==> config.mk <==
export PLATFORM = sky130hd
export DESIGN_NAME = msg_tx
export DESIGN_NICKNAME = d
export VERILOG_FILES = /design/src/rtl/msg_tx.sv
export SDC_FILE = /design/constraint.sdc
export NUM_CORES = 2
export LEC_CHECK = 0
export CAP_MARGIN = 20
export CORE_AREA = 2 2 310 312
export DETAILED_ROUTE_END_ITERATION = 12
export DIE_AREA = 0 0 312 314
export MAX_ROUTING_LAYER = met4
export PLACE_DENSITY = 0.78
export SYNTH_ARGS = -nofsm -noshare
export SYNTH_HDL_FRONTEND = slang
export SYNTH_SLANG_ARGS = --single-unit
==> constraint.sdc <==
create_clock -name clk -period 19.3 [get_ports clk]
set_input_delay 3.86 -clock clk [delete_from_list [all_inputs] [get_ports clk]]
set_output_delay 3.86 -clock clk [all_outputs]
set_load 0.01 [all_outputs]
==> src/rtl/msg_tx.sv <==
// msg_tx: transmit-side message buffer. Accepts parser-format words
// (valid/start/end/mod/data), stores them in a FIFO and replays each
// complete frame on the DataValid/LastWord/DataMod/Data bus with an
// ack handshake. Frames too long for the FIFO are sent cut-through.
module msg_tx #(
  parameter int WordWidth = 64,
  parameter int Bits      = 3,
  parameter int AddrBits  = 4
) (
  input  logic                 clk,
  input  logic                 reset,
  input  logic                 in_valid,
  input  logic                 in_start,
  input  logic                 in_end,
  input  logic [Bits-1:0]      in_mod,
  input  logic [WordWidth-1:0] in_data,
  output logic                 in_ready,
  output logic                 tx_DataValid,
  output logic                 tx_LastWord,
  output logic [Bits-1:0]      tx_DataMod,
  output logic [WordWidth-1:0] tx_Data,
  input  logic                 tx_DataAck,
  output logic                 tx_err,
  output logic [AddrBits:0]    frames_pending
);

  localparam int Depth = 1 << AddrBits;
  localparam int EntW  = 1 + Bits + WordWidth;
  localparam logic [AddrBits:0] PtrOne    = {{AddrBits{1'b0}}, 1'b1};
  localparam logic [AddrBits:0] FramesMax = {1'b1, {AddrBits{1'b0}}};

  typedef enum logic [1:0] {
    IDLE = 2'd0,
    SEND = 2'd1,
    GAP  = 2'd2
  } state_t;

  state_t                state_r, state_next_s;
  logic [EntW-1:0]       mem_r [Depth];
  logic [AddrBits:0]     wr_ptr_r, rd_ptr_r, wr_ptr_s, rd_ptr_s;
  logic [AddrBits:0]     count_s, count_next_s, rd_ptr_p1_s;
  logic [AddrBits:0]     frames_r, frames_s;
  logic                  open_frame_r, open_frame_s;
  logic                  in_ready_r, tx_err_r, err_s;
  logic                  accept_s, write_s, pop_s, fifo_full_s;
  logic                  frame_in_s, frame_out_s;
  logic [EntW-1:0]       wr_entry_s, head_s, head2_s;
  logic                  tx_valid_r, tx_last_r, valid_next_s, last_next_s;
  logic [Bits-1:0]       tx_mod_r, mod_next_s;
  logic [WordWidth-1:0]  tx_data_r, data_next_s;

  // Occupancy uses the extra pointer bit: a difference of Depth means full.
  assign count_s     = wr_ptr_r - rd_ptr_r;
  assign fifo_full_s = count_s[AddrBits];
  assign rd_ptr_p1_s = rd_ptr_r + PtrOne;
  assign head_s      = mem_r[rd_ptr_r[AddrBits-1:0]];
  assign head2_s     = mem_r[rd_ptr_p1_s[AddrBits-1:0]];

  // Input framing checks, pointer advance and frame-count next state.
  always_comb begin
    accept_s     = in_valid & in_ready_r;
    write_s      = accept_s & (open_frame_r | in_start);
    err_s        = accept_s & ((open_frame_r & in_start) | (~open_frame_r & ~in_start));
    pop_s        = tx_valid_r & tx_DataAck;
    frame_in_s   = write_s & in_end;
    frame_out_s  = pop_s & tx_last_r;
    wr_entry_s   = {in_end, (in_end ? in_mod : {Bits{1'b0}}), in_data};
    wr_ptr_s     = wr_ptr_r;
    rd_ptr_s     = rd_ptr_r;
    open_frame_s = open_frame_r;
    frames_s     = frames_r;
    if (write_s) begin
      wr_ptr_s     = wr_ptr_r + PtrOne;
      open_frame_s = ~in_end;
    end else begin
      wr_ptr_s     = wr_ptr_r;
    end
    if (pop_s) begin
      rd_ptr_s = rd_ptr_p1_s;
    end else begin
      rd_ptr_s = rd_ptr_r;
    end
    count_next_s = wr_ptr_s - rd_ptr_s;
    if (frame_in_s && !frame_out_s && (frames_r != FramesMax)) begin
      frames_s = frames_r + PtrOne;
    end else if (frame_out_s && !frame_in_s && (|frames_r)) begin
      frames_s = frames_r - PtrOne;
    end else begin
      frames_s = frames_r;
    end
  end

  // Transmit FSM next state and next values of the registered tx bus.
  always_comb begin
    state_next_s = state_r;
    valid_next_s = 1'b0;
    last_next_s  = 1'b0;
    mod_next_s   = {Bits{1'b0}};
    data_next_s  = {WordWidth{1'b0}};
    case (state_r)
      IDLE: begin
        if ((|frames_r) || fifo_full_s) begin
          state_next_s = SEND;
        end else begin
          state_next_s = IDLE;
        end
      end
      SEND: begin
        if (tx_valid_r) begin
          if (tx_DataAck) begin
            if (tx_last_r) begin
              state_next_s = GAP;
            end else if (count_s > PtrOne) begin
              // Present the word behind the acked one without a bubble.
              valid_next_s = 1'b1;
              {last_next_s, mod_next_s, data_next_s} = head2_s;
            end else begin
              valid_next_s = 1'b0;
            end
          end else begin
            valid_next_s = 1'b1;
            last_next_s  = tx_last_r;
            mod_next_s   = tx_mod_r;
            data_next_s  = tx_data_r;
          end
        end else if (|count_s) begin
          valid_next_s = 1'b1;
          {last_next_s, mod_next_s, data_next_s} = head_s;
        end else begin
          valid_next_s = 1'b0;
        end
      end
      GAP: begin
        // One dead cycle; a waiting frame is loaded straight away.
        if ((|frames_r) || fifo_full_s) begin
          state_next_s = SEND;
          valid_next_s = 1'b1;
          {last_next_s, mod_next_s, data_next_s} = head_s;
        end else begin
          state_next_s = IDLE;
        end
      end
      default: begin
        state_next_s = IDLE;
      end
    endcase
  end

  // FIFO storage; contents need no reset because the pointers gate use.
  always_ff @(posedge clk) begin
    if (write_s) begin
      mem_r[wr_ptr_r[AddrBits-1:0]] <= wr_entry_s;
    end
  end

  // State, pointers, counters and all registered outputs.
  always_ff @(posedge clk or negedge reset) begin
    if (!reset) begin
      state_r      <= IDLE;
      wr_ptr_r     <= {(AddrBits+1){1'b0}};
      rd_ptr_r     <= {(AddrBits+1){1'b0}};
      frames_r     <= {(AddrBits+1){1'b0}};
      open_frame_r <= 1'b0;
      in_ready_r   <= 1'b0;
      tx_err_r     <= 1'b0;
      tx_valid_r   <= 1'b0;
      tx_last_r    <= 1'b0;
      tx_mod_r     <= {Bits{1'b0}};
      tx_data_r    <= {WordWidth{1'b0}};
    end else begin
      state_r      <= state_next_s;
      wr_ptr_r     <= wr_ptr_s;
      rd_ptr_r     <= rd_ptr_s;
      frames_r     <= frames_s;
      open_frame_r <= open_frame_s;
      in_ready_r   <= ~count_next_s[AddrBits];
      tx_err_r     <= err_s;
      tx_valid_r   <= valid_next_s;
      tx_last_r    <= last_next_s;
      tx_mod_r     <= mod_next_s;
      tx_data_r    <= data_next_s;
    end
  end

  assign in_ready       = in_ready_r;
  assign tx_DataValid   = tx_valid_r;
  assign tx_LastWord    = tx_last_r;
  assign tx_DataMod     = tx_mod_r;
  assign tx_Data        = tx_data_r;
  assign tx_err         = tx_err_r;
  assign frames_pending = frames_r;

endmodule

==> results.yml <==
clock_network:
  clk_pin_slew_ns: 0.06
  cts_buffers: 114
  cts_tree: "built"
  postCtsSetupBuffers: 0
  clock_tree.root_cell: "clkbuf_16"
  cts.sinks: 1177
  cts-resized-gates: 0
  cts_buffer_depth: 3
  htreeDepth: 3
  clock_latency_ns: 0.71
  postCtsHoldBufs: 0
floorplanning:
  rows: 113
  die_width_um: 312
  start_util_pct: 56.9
  io_pins: 149
  die_h_um: 314
  core_area_um2: 94400
  die-area_um2: 98000
routing:
  drtAntennaViolNets: 0
  firstDrtPassIters: 5
  drt-vias-per-instance: 7.09
  num_vias: 28200
  wirelength_um: 133000
  initialDrtViolationCount: 3552
  drcViolationCount: 0
  wire_per_inst_um: 33.5
timing:
  hold_viol_final: 0
  worstMarginPinSlew_ns: 1.16
  finalCritPeriodShare_pct: 34.3
  whs_ns: 0.502
  slew_viol_final: 0
  tns_ns: 0
  min_period_ns: 6.62
  rsz0062_at_grt: "false"
  clock.fmax_ghz: 0.151
  finalClockSkew_ns: 0.0289
  setup_viol: 0
  relSlewSlack_pct: 22.9
synthesis:
  ys_seq_elements: 1177
  mappedNetlistNets: 2544
  synth-seq-area-share_pct: 65.0
  yosysTopAreaCell: "edfxtp_1"
  syn_avg_cell_area_um2: 21.9
  synth_cell_types: 38
  synth.area.top_cells: "edfxtp_1 (61%), mux4_2 (29%), dfrtp_1 (4.1%)"
  netlist_area_um2: 53700
  synthCells: 2450
  synth_top_cell_area_share_pct: 60.8
  yosys_warnings: 0
layout:
  stdcell_area_um2: 60300
  nFillCells: 6100
  final_cell_mix: "edfxtp_1 (1,088), mux4_2 (681), clkdlybuf4s50_1 (147)"
  drive_above_1_share_pct: 35.5
  final_common_cell: "edfxtp_1"
  num-nets-final: 2696
  area_growth_pct: 12.2
pwr:
  p_per_area_nw_per_um2: 157
  p_leak_nw: 19.2
  ir_drop_mv: 0.246
outcome:
  status: "finished, final reports clean"
critical_path:
  slowest_delay_ns: 0.77
  crit_path_end_kind: "register"
  crit_fanout: 38
  critPathMostFrequentCell: "buf_4"
  critPathArrivalTime_ns: 6.93
  critPathKind: "in2reg"
  path_cells: "clkdlybuf4s50_1, inv_1, ha_1, and3b_1, buf_4, nand2_1, nor2_4, buf_4, buf_4"
  critPathRequiredTime_ns: 19.61
  crit_family: "buffers and inverters"
  worst-path-buf-inv: 5
  crit_path_start_kind: "primary input"
  slowest_stage: "buf_4"
placement:
  portBuffers: 148
  gp_congestion: 0.816
  placed_area_um2: 56400
  dp_hpwl_um: 71000
global_route:
  grt_pass1_wl_um: 199000
  grt_overflow: 0
  grt_max_degree: 117
  grt_pass1_vias: 29300
  grt_usage_pct: 28.7
  antenna_found_initial: 10
job:
  drv_cap: 0
hold_path:
  hp-class: "reg2reg"
[where the power goes]
| part | switching, mW | internal [mW] |
|---|---|---|
| combinational | 1.89 | 2.18 |
| sequential | 0.171 | 2.93 |
| clock | 0.963 | 1.32 |
| total | 3.03 | 6.43 |
[worst paths after layout]
check / startpoint / end / slack [ns] / cells past startpoint
min in group asynchronous: reset / tx_Data[34] / 3.34 / 1
min: tx_Data[22] / tx_Data[22] / 0.50 / 2
max: in_start / mem_r[15][35] / 12.68 / 9
min reg2reg: tx_Data[22] / tx_Data[22] / 0.50 / 2
max reg2reg: rd_ptr_r[0] / tx_Data[50] / 14.06 / 7
max in group asynchronous: reset / rd_ptr_r[3] / 14.51 / 2
[metrics by stage]
stage               power (mW)  setup slack, ns  instances  util (%)
floorplan                 6.39             9.51       2450         -
CTS                       9.52            12.74       3966      63.8
global route              9.87            12.60       3976      63.8
global placement          7.14            11.84       3749      59.6
detailed placement        7.23            12.01       3750      59.7
finish                    9.46            12.68       3976      63.8
[synthesized netlist by cell type]
cell / number
a211oi_1: 1
a211oi_2: 1
a21boi_0: 1
a21o_1: 2
a21oi_1: 8
and2_1: 4
and2b_1: 1
and3_1: 1
and3b_1: 1
buf_1: 15
buf_2: 63
buf_4: 23
buf_6: 38
clkbuf_1: 37
clkinv_1: 69
dfrtp_1: 89
edfxtp_1: 1088
fa_1: 2
ha_1: 19
inv_1: 78
inv_2: 1
mux2_2: 4
mux2i_1: 1
mux4_2: 681
nand2_1: 86
nand2b_1: 6
nand3_1: 4
nand4_1: 2
nor2_1: 21
nor3_1: 8
nor4_2: 1
o211ai_1: 1
o21ai_0: 3
o221ai_1: 68
o31ai_1: 2
or3_1: 1
xnor2_1: 13
xor2_1: 6
[worst register-to-register path: cells and delay by family (launching register included)]
kind	cells	cell delay, ns
buffers and inverters	4	2.82
AOI/OAI and AO/OA	1	0.12
muxes	2	1.14
DFF	1	0.98
[state kept, by name, indices dropped and copies added, names as in the netlist]
| name | count |
|---|---|
| rd_ptr_r | 5 |
| mem_r | 1088 |
| tx_DataMod | 3 |
| in_ready | 1 |
| tx_DataValid | 1 |
| tx_err | 1 |
| tx_Data | 64 |
| frames_pending | 5 |
| open_frame_r | 1 |
| state_r | 2 |
| wr_ptr_r | 5 |
| tx_LastWord | 1 |
[routing by layer]
metal	share of wire (%)	GRT usage, %
met4	2.7	8.37
met3	12	5.95
met1	36	39.6
met5	0	-
met2	49	44.3
[layout make-up]
| class | count | area, um2 | share of cell area, % |
|---|---|---|---|
| well taps | 1265 | 1580 | 2.63 |
| clock buffers | 145 | 3160 | 5.25 |
| inverters | 148 | 561 | 0.930 |
| repair buffers | 212 | 2020 | 3.35 |
| clock inverters | 71 | 712 | 1.18 |
| diodes | 9 | 22.5 | 0.0374 |
| multi-input cells | 949 | 17300 | 28.7 |
| flip-flops and latches | 1177 | 34900 | 57.9 |
[cells by family after synthesis]
group / share of synthesized area, %
buf+inv: 3.10
fa+ha+maj: 0.517
xor+xnor: 0.310
flops: 65.0
compound gates: 1.33
mux: 28.7
simple gates: 1.08
(Power assumes the default switching activity.)
